## src/rtl/pipeline_stage_register.sv

```systemverilog
// pipeline_stage_register: elastic valid/ready stage carrying a payload plus an instruction word.
// Define PIPELINE_STAGE_SKID_EN for the two-entry skid version with a registered in_ready.
module pipeline_stage_register #(
  parameter int              XLEN      = 32,
  parameter int              DATA_W    = 128,
  parameter logic [XLEN-1:0] NOP_INSTR = 32'h0000_0013
) (
  input  logic              clk,
  input  logic              reset_n,
  input  logic              flush,
  input  logic              in_valid,
  output logic              in_ready,
  input  logic [DATA_W-1:0] in_data,
  input  logic [XLEN-1:0]   in_instr,
  output logic              out_valid,
  input  logic              out_ready,
  output logic [DATA_W-1:0] out_data,
  output logic [XLEN-1:0]   out_instr,
  output logic [1:0]        occupancy
);

  typedef enum logic [1:0] {
    EMPTY = 2'd0,
    MAIN  = 2'd1,
    SKID  = 2'd2
  } state_t;

  state_t            state_reg, state_next;
  logic [DATA_W-1:0] main_data_reg, main_data_next;
  logic [XLEN-1:0]   main_instr_reg, main_instr_next;
  logic              accept;
  logic              consume;

  // Outputs come straight from flops; the main register is cleared whenever it empties,
  // so a bubble always shows zero payload and the NOP instruction.
  assign out_valid = (state_reg != EMPTY);
  assign out_data  = main_data_reg;
  assign out_instr = main_instr_reg;
  assign occupancy = state_reg;
  assign consume   = out_valid & out_ready;
  assign accept    = in_valid & in_ready & ~flush;

`ifdef PIPELINE_STAGE_SKID_EN
  logic [DATA_W-1:0] skid_data_reg, skid_data_next;
  logic [XLEN-1:0]   skid_instr_reg, skid_instr_next;
  logic              in_ready_reg, in_ready_next;

  assign in_ready = in_ready_reg;

  always_comb begin
    state_next      = state_reg;
    main_data_next  = main_data_reg;
    main_instr_next = main_instr_reg;
    skid_data_next  = skid_data_reg;
    skid_instr_next = skid_instr_reg;

    case (state_reg)
      EMPTY: begin
        if (accept) begin
          state_next      = MAIN;
          main_data_next  = in_data;
          main_instr_next = in_instr;
        end
      end
      MAIN: begin
        if (accept && consume) begin
          main_data_next  = in_data;
          main_instr_next = in_instr;
        end else if (consume) begin
          state_next      = EMPTY;
          main_data_next  = '0;
          main_instr_next = NOP_INSTR;
        end else if (accept) begin
          state_next      = SKID;
          skid_data_next  = in_data;
          skid_instr_next = in_instr;
        end
      end
      SKID: begin
        // in_ready is low here, so only the skid-to-main move can happen
        if (consume) begin
          state_next      = MAIN;
          main_data_next  = skid_data_reg;
          main_instr_next = skid_instr_reg;
          skid_data_next  = '0;
          skid_instr_next = NOP_INSTR;
        end
      end
      default: begin
        state_next      = EMPTY;
        main_data_next  = '0;
        main_instr_next = NOP_INSTR;
      end
    endcase

    if (flush) begin
      state_next      = EMPTY;
      main_data_next  = '0;
      main_instr_next = NOP_INSTR;
      skid_data_next  = '0;
      skid_instr_next = NOP_INSTR;
    end

    in_ready_next = (state_next != SKID);
  end

  always_ff @(posedge clk or negedge reset_n) begin
    if (!reset_n) begin
      state_reg      <= EMPTY;
      main_data_reg  <= '0;
      main_instr_reg <= NOP_INSTR;
      skid_data_reg  <= '0;
      skid_instr_reg <= NOP_INSTR;
      in_ready_reg   <= 1'b0;
    end else begin
      state_reg      <= state_next;
      main_data_reg  <= main_data_next;
      main_instr_reg <= main_instr_next;
      skid_data_reg  <= skid_data_next;
      skid_instr_reg <= skid_instr_next;
      in_ready_reg   <= in_ready_next;
    end
  end
`else
  // Holds in_ready low during reset and for the first edge after release.
  logic ready_en_reg;

  assign in_ready = ready_en_reg & (~out_valid | out_ready);

  always_comb begin
    state_next      = state_reg;
    main_data_next  = main_data_reg;
    main_instr_next = main_instr_reg;

    case (state_reg)
      EMPTY: begin
        if (accept) begin
          state_next      = MAIN;
          main_data_next  = in_data;
          main_instr_next = in_instr;
        end
      end
      MAIN: begin
        if (accept) begin
          main_data_next  = in_data;
          main_instr_next = in_instr;
        end else if (consume) begin
          state_next      = EMPTY;
          main_data_next  = '0;
          main_instr_next = NOP_INSTR;
        end
      end
      default: begin
        state_next      = EMPTY;
        main_data_next  = '0;
        main_instr_next = NOP_INSTR;
      end
    endcase

    if (flush) begin
      state_next      = EMPTY;
      main_data_next  = '0;
      main_instr_next = NOP_INSTR;
    end
  end

  always_ff @(posedge clk or negedge reset_n) begin
    if (!reset_n) begin
      state_reg      <= EMPTY;
      main_data_reg  <= '0;
      main_instr_reg <= NOP_INSTR;
      ready_en_reg   <= 1'b0;
    end else begin
      state_reg      <= state_next;
      main_data_reg  <= main_data_next;
      main_instr_reg <= main_instr_next;
      ready_en_reg   <= 1'b1;
    end
  end
`endif

endmodule

```

## config.mk

```make
export PLATFORM = sky130hd
export DESIGN_NAME = pipeline_stage_register
export DESIGN_NICKNAME = d
export VERILOG_FILES = /design/src/rtl/pipeline_stage_register.sv
export SDC_FILE = /design/constraint.sdc
export NUM_CORES = 1
export LEC_CHECK = 0
export CAP_MARGIN = 10
export CORE_MARGIN = 4
export CORE_UTILIZATION = 41
export DETAILED_ROUTE_END_ITERATION = 10
export PLACE_DENSITY = 0.85
export SLEW_MARGIN = 10
export SYNTH_ARGS = -nofsm -noshare
export SYNTH_HDL_FRONTEND = slang
export SYNTH_SLANG_ARGS = --single-unit
export TNS_END_PERCENT = 100
```

## constraint.sdc

```tcl
create_clock -name clk -period 2.96 [get_ports clk]
set_clock_uncertainty 0.1 [all_clocks]
set_input_delay 0.592 -clock clk [delete_from_list [all_inputs] [get_ports clk]]
set_output_delay 0.592 -clock clk [all_outputs]
set_load 0.05 [all_outputs]
```

=== Word-level counts from Yosys, hierarchy flattened ===
Cells that the tools add are included.

* Register bits: 163
* Latch bits: 0
* RAM bits: 0
* Memory bits (read-only): 0
* Input bits: 165
* Output and inout bits: 164
* Memories: 0

* $add $sub $neg: 0
* $mul: 0
* Divide/modulo/power cells: 0
* $lt $le $gt $ge: 0
* Equality and inequality tests: 5
* Shift operators: 0
* Multiplexer cells: 15
* Bitwise logic cells: 7
* Reductions and logical operators: 4

{| class="wikitable"
|+ Operators with widths
! kind !! count
|-
| two-way mux 128 bit || 4
|-
| one-hot mux 128 bit (2 select lines) || 1
|-
| two-way mux 32 bit || 4
|-
| one-hot mux 32 bit (2 select lines) || 1
|-
| != test 3 bit, second input constant || 3
|-
| two-way mux 2 bit || 4
|-
| AND 1 bit || 4
|-
| != test 4 bit, second input constant || 1
|-
| one-hot mux 2 bit (2 select lines) || 1
|-
| AND reduction 3 bit || 1
|-
| == test 2 x 1 -> 1 bit, second input constant || 1
|-
| zero test 2 bit || 1
|-
| inverter 1 bit || 2
|-
| AND reduction 2 bit || 1
|-
| nonzero test 2 bit || 1
|-
| bitwise OR 1 bit || 1
|}

=== Longest topological paths before layout ===
Gate-level depths: netlist (run 1).

* Word-level depth: 9
* Depth in mapped cells: 6
* Gate-level depth less buffers: 3

=== Worst setup path after synthesis (run 1) ===
No wires, ideal clock.

* Path type: register to output
* Start: reg state_reg[0] (netlist: occupancy[0])
* End: out in_ready
* Arrival time: 1.204 ns
* Required time: 2.268 ns
* Path slack: 1.064 ns
* Stages on the path, launching flop included: 3
* Path buffers: 0
* Cells stage by stage: dfrtp_1 > nand2b_1 > and2_1

* Longest elaborated chain between the ends: 4

{| class="wikitable"
|+ Ends and longest elaborated chain
! what !! line !! RTL
|-
| from (decl) || 28 || <nowiki>state_t state_reg, state_next;</nowiki>
|-
| from (signal assigned) || 174 || <nowiki>state_reg <= state_next;</nowiki>
|-
| nonzero test 2 bit || 36 || <nowiki>assign out_valid = (state_reg != EMPTY);</nowiki>
|-
| inverter 1 bit || 128 || <nowiki>assign in_ready = ready_en_reg & (~out_valid | out_ready);</nowiki>
|-
| bitwise OR 1 bit || 128 ||
|-
| AND 1 bit || 128 ||
|-
| to (decl) || 12 || <nowiki>output logic in_ready,</nowiki>
|}

Every way passes these cells.

=== Worst setup path after layout (run 1) ===
* Start: reg main_instr_reg[0] (netlist: out_instr[0])
* End: out out_instr[0]

{| class="wikitable"
|+ RTL lines
! what !! line !! RTL
|-
| from (decl) || 30 || <nowiki>logic [XLEN-1:0] main_instr_reg, main_instr_next;</nowiki>
|-
| from (signal assigned) || 176 || <nowiki>main_instr_reg <= main_instr_next;</nowiki>
|-
| to (decl) || 18 || <nowiki>output logic [XLEN-1:0] out_instr,</nowiki>
|}

No word-level cell between the ends.

==> impl_metrics.csv, run 1 <==
group,metric,value,unit
outcome,status,"finished, final reports clean",
critical_path,cp.arrival,1.77,ns
floorplanning,start_util,0.420,
global_route,grt_pass1_wl,28.5,mm
critical_path,path_cells,"clkdlybuf4s50_1",
pwr,p_int,4.07,mW
yosys,ys_ff_latch,162,
pwr,switching_share,0.277,
pwr,combPwrFrac,0.193,
sta,worst_slew_pin_slew,0.565,ns
sta,period_needed,2.47,ns
yosys,syn-cell-area,5830,um2
pwr,power_frac_clock,0.384,
critical_path,worstPathMaxFanout,2,
sta,hold_ws,0.402,ns
floorplanning,core_area,13900,um2
critical_path,max_stage_delay,0.81,ns
flow_run,maxCapViolCount,0,
placed_design,port_buffers,327,
pwr,p_total,5.63,mW
floorplanning,boundaryPins,329,
cells_and_area,fin_nets,854,
floorplanning,num_rows,43,
cts,cts_tree,"built",
placed_design,dp_hpwl,13.0,mm
cells_and_area,design_area,9780,um2
sta,hold_viol_final,0,
global_route,antenna_found_initial,0,
floorplanning,die_y,127,um
pwr,p_sw,1.56,mW
cts,clk_latency,0.42,ns
cts,clk_pin_slew_worst_paths,0.06,ns
critical_path,crit_type,"flip-flop to output port",
drt,wl,18.2,mm
drt,post_drt_wl_per_cell,20.6,um
pwr,powerDensity,575,nW/um2
critical_path,cpMaxStageDelayCell,"clkdlybuf4s50_1",
drt,viasPerCell,5.31,
yosys,synth-seq-area-share,0.697,
floorplanning,fp.dieW,127,um
cells_and_area,drive_gt1_frac,0.0641,
drt,vias,4686,
yosys,synthTopCellsByArea,"dfrtp_1 68%, a22o_1 24%, buf_6 2.1%",
cells_and_area,area_delta_synth_final,68.0,%
cells_and_area,finalCoreUtilization,0.705,
cts,clockBufferDepth,2,
yosys,syn_inst,372,
yosys,synth_top_area_frac,0.683,
sta,setup_ws,0.494,ns
placed_design,dp_slack,0.582,ns
placed_design,dp.cells,849,
critical_path,critPathLaunchType,"flip-flop",
pwr,p_leak,4.35,nW
sta,relSlewSlack,0.622,
cells_and_area,largest_reg_flops,128,
sta,finalSetupTns,0,ns
yosys,synth_cell_types,18,
drt,ant_nets,0,
sta,rsz0062_at_grt,"no",
global_route,grtUsageTotal,0.228,
yosys,syn_nets,537,
sta,drv_slew,0,
sta,max_freq,405,MHz
critical_path,crit_buf_inv,1,
sta,period_share,0.833,
critical_path,worst_setup_path_end_kind,"output port",
critical_path,crit_family,"buffers and inverters",
sta,setup_violations,0,
placed_design,gp_congestion,0.853,
yosys,synth.largest_area_cell,"dfrtp_1",
floorplanning,dieArea,16200,um2
drt,drt_iter0_drc,287,
cts,clock-sinks,162,
drt,dr.pass1.iters,4,
placed_design,placed_cell_area,9190,um2
cts,ctsHtreeMaxLevel,4,
pwr,ir_drop,0.000372,V
cts,cts_made_buffers,17,
cells_and_area,antenna_cells,0,
cells_and_area,n_fill_cell,928,
global_route,overflow,0,
yosys,avgSynthCellArea,15.7,um2
drt,drcViolationCount,0,
min_path,hp-class,"flip-flop to flip-flop",
critical_path,cp.required,2.27,ns
cells_and_area,fin_cells,882,
global_route,first_global_vias,5121,
yosys,ys_warn_count,0,
global_route,grt_max_degree,84,
pwr,power_frac_seq,0.424,
cts,root_buffer,"clkbuf_16",
cts,ctsResizeCount,0,
-- what timing repair did --
action | CTS | global route
hold buffers | 1 | 0
endpoints found under the setup margin | 0 | 0
setup buffers | 0 | 0
hold endpoints to repair | 11 | 0
-- cell type report --
| type | instances | area [um2] | area share |
|---|---|---|---|
| multi-input combinational | 173 | 1490 | 0.152 |
| clock buffer | 20 | 457 | 0.0467 |
| timing repair buffer | 335 | 3420 | 0.350 |
| sequential | 162 | 4060 | 0.415 |
| clock inverter | 12 | 133 | 0.0136 |
| tap | 180 | 225 | 0.0230 |
-- placed cells by master, fill, tap and decap left out, types with 2 or more instances in the layout --
cell,count
clkdlybuf4s50_1,325
dfrtp_1,159
a22o_1,157
clkbuf_16,17
buf_12,7
o22a_1,3
clkinvlp_4,3
clkinv_2,3
clkinv_4,3
dfstp_2,3
and2_1,2
conb_1,2
bufinv_16,2
clkbuf_8,2
-- power by group through the flow --
stage	Combinational, mW	Sequential [mW]	Clock, mW
global route	1.14	2.40	2.31
global placement	1.07	2.42	0
CTS	1.09	2.38	2.21
floorplan	0.194	2.78	0
detailed placement	1.09	2.42	0
finish	1.09	2.38	2.16
-- path summary, 6_finish.rpt --
kind	startpoint	end	slack [ns]	cells past startpoint
max	out_instr[0]	out_instr[0]	0.49	1
min	out_data[51]	out_data[51]	0.40	1
max reg2reg	ready_en_reg	out_data[38]	1.21	4
min reg2reg	out_data[51]	out_data[51]	0.40	1
max in group asynchronous	reset_n	out_data[123]	1.47	3
min in group asynchronous	reset_n	out_instr[26]	0.58	2
-- layer usage --
layer,global-route usage,part of all wire
met1,0.268,0.39
met5,0,0
met4,0.0864,0.025
met2,0.387,0.50
met3,0.0786,0.083
-- cell families (layout without fill, tap and decap cells) --
group,after synthesis,in the layout,share of synthesized area
buffers and inverters,37,367,0.0496
AND/OR/NAND/NOR,10,10,0.0112
other,2,2,0.00129
flip-flops,162,162,0.697
AO/OA/AOI/OAI,161,161,0.241
-- Yosys cell counts --
cell type  count
a21oi_1        1
dfrtp_1      159
nand2_1        1
o22a_1         3
nor3_2         1
nor2b_1        1
buf_4         14
conb_1         2
nand3_1        1
or3_1          1
and2_1         2
and3b_1        1
buf_6         11
nand2b_1       1
dfstp_2        3
and3_1         1
a22o_1       157
buf_2         12
No activity file was read; power rests on OpenSTA's default activity.
==> run 2: changes to the inputs <==
- CORE_UTILIZATION: 41 -> 38
- PLACE_DENSITY: 0.85 -> 0.8
- clock period: 2.96 -> 2.35 ns (I/O delays scaled with it)
==> impl_metrics.csv, run 2 (synthesis gave the netlist of run 1 again) <==
group,metric,value,unit
critical_path,cp.arrival,1.66,ns
drt,viasPerCell,5.26,
placed_design,gp_congestion,0.813,
sta,rsz0062_at_grt,"no",
cts,clockBufferDepth,2,
cells_and_area,layout_common_cells,"322 x clkdlybuf4s50_1, 159 x dfrtp_1, 157 x a22o_1, 17 x clkbuf_16, 7 x buf_12",
critical_path,crit_family,"buffers and inverters",
critical_path,cpMaxStageDelayCell,"clkdlybuf4s50_1",
critical_path,crit_type,"flip-flop to output port",
critical_path,reg2reg_to,"out_instr[20]",
min_path,hp-class,"flip-flop to flip-flop",
placed_design,dp_slack,0.176,ns
sta,period_share,0.948,
global_route,first_global_vias,4892,
drt,drt_iter0_drc,256,
cts,clk_latency,0.41,ns
global_route,grtUsageTotal,0.209,
pwr,powerDensity,745,nW/um2
floorplanning,fp.dieW,132,um
drt,drcViolationCount,0,
cells_and_area,seq_area,4060,um2
pwr,p_sw,1.97,mW
cells_and_area,area_delta_synth_final,69.0,%
cts,clk_pin_slew_worst_paths,0.06,ns
cells_and_area,fin_nets,855,
critical_path,worstReg2RegStart,"ready_en_reg",
cts,root_buffer,"clkbuf_16",
min_path,hold_end,"out_data[39]",
global_route,grt_pass1_wl,28.4,mm
critical_path,max_stage_delay,0.84,ns
cells_and_area,final_common_cell,"clkdlybuf4s50_1",
drt,ant_nets,0,
sta,setup_ws,0.123,ns
critical_path,worst_setup_path_end_kind,"output port",
critical_path,r2r_cells,4,
flow_run,maxCapViolCount,0,
outcome,status,"finished, final reports clean",
critical_path,critPathLaunchType,"flip-flop",
pwr,p_leak,4.37,nW
cts,cts_made_buffers,17,
drt,wl,18.3,mm
drt,post_drt_wl_per_cell,20.6,um
floorplanning,die_y,132,um
critical_path,worstPathMaxFanout,5,
sta,hold_viol_final,0,
cells_and_area,multi_input_area,1490,um2
pwr,combPwrFrac,0.186,
floorplanning,dieArea,17400,um2
global_route,antenna_found_initial,0,
cells_and_area,antenna_cells,0,
floorplanning,boundaryPins,329,
cells_and_area,drive_gt1_frac,0.0655,
sta,period_needed,2.23,ns
cells_and_area,design_area,9850,um2
cts,clock-sinks,162,
floorplanning,start_util,0.395,
critical_path,path_cells,"clkdlybuf4s50_1",
pwr,power_frac_clock,0.404,
sta,max_freq,449,MHz
drt,vias,4662,
placed_design,dp_hpwl,13.1,mm
drt,dr.pass1.iters,4,
cts,postCtsSetupRepairBufs,0,
min_path,hp-start,"out_data[39]",
placed_design,placed_cell_area,9200,um2
floorplanning,core_area,14800,um2
pwr,p_int,5.37,mW
cts,cts_tree,"built",
cells_and_area,largest_reg_flops,128,
sta,hold_ws,0.404,ns
critical_path,crit_buf_inv,1,
global_route,overflow,0,
min_path,hold_depth,1,
cts,ctsHtreeMaxLevel,4,
sta,drv_slew,0,
sta,worst_slew_pin_slew,0.560,ns
critical_path,rrSetupSlack,0.62,ns
global_route,grt_max_degree,86,
floorplanning,num_rows,44,
pwr,switching_share,0.269,
sta,setup_violations,0,
sta,relSlewSlack,0.625,
pwr,power_frac_seq,0.410,
cells_and_area,n_fill_cell,1044,
critical_path,cp.required,1.78,ns
placed_design,port_buffers,327,
sta,finalSetupTns,0,ns
pwr,ir_drop,0.000423,V
[run 2: cell count changes in the layout (fill, tap and decap cells not counted), sizes merged, moves of 2 or more]
cell	previous run	this run
bufinv	2	4
clkdlybuf4s50	325	322
clkinv	6	2
dlygate4sd2	0	3
inv	1	3
[run 2: through the flow]
| stage | power [mW] | utilization | instances |
|---|---|---|---|
| finish | 7.34 | 0.667 | 886 |
| global route | 7.60 | 0.667 | 886 |
| CTS | 7.41 | 0.667 | 886 |
| detailed placement | 4.42 | 0.623 | 854 |
| global placement | 4.40 | 0.623 | 854 |
| floorplan | 3.75 | - | 372 |
[run 2: power by group through the flow]
stage	logic, mW	clock network (mW)	registers [mW]
global route	1.42	3.16	3.02
CTS	1.37	3.03	3.01
floorplan	0.244	0	3.50
detailed placement	1.37	0	3.05
finish	1.36	2.97	3.01
global placement	1.35	0	3.05
[run 2: layer usage]
| metal | up-vias | part of all wire | routed length, um | track usage |
|---|---|---|---|---|
| met4 | 0 | 0.030 | 552 | 0.0863 |
| met1 | 2313 | 0.41 | 7470 | 0.261 |
| met3 | 35 | 0.074 | 1340 | 0.0649 |
| met5 | - | 0 | 0 | 0 |
| li1 | 2060 | - | - | - |
| met2 | 254 | 0.49 | 8910 | 0.338 |
[run 2: area by class of cell]
type	instances	share of cell area
tap	184	0.0234
sequential	162	0.412
multi-input combinational	173	0.151
clock buffer	20	0.0474
timing repair buffer	336	0.348
clock inverter	11	0.0178
[run 2: worst max path at each step]
stage | depth (start not counted) | endpoint | start
detailed placement | 5 | out_data[65] | in_valid
CTS | 1 | out_valid | occupancy[0]
floorplan | 6 | out_data[66] | occupancy[0]
finish | 1 | out_valid | occupancy[0]
global placement | 5 | out_data[125] | in_valid
global route | 1 | out_valid | occupancy[0]
[run 2: timing repair]
| item | in CTS | in global routing |
|---|---|---|
| hold endpoints to repair | 31 | 0 |
| setup endpoints to repair | 3 | 0 |
| hold buffers | 1 | 0 |
| resized for setup | 3 | 0 |
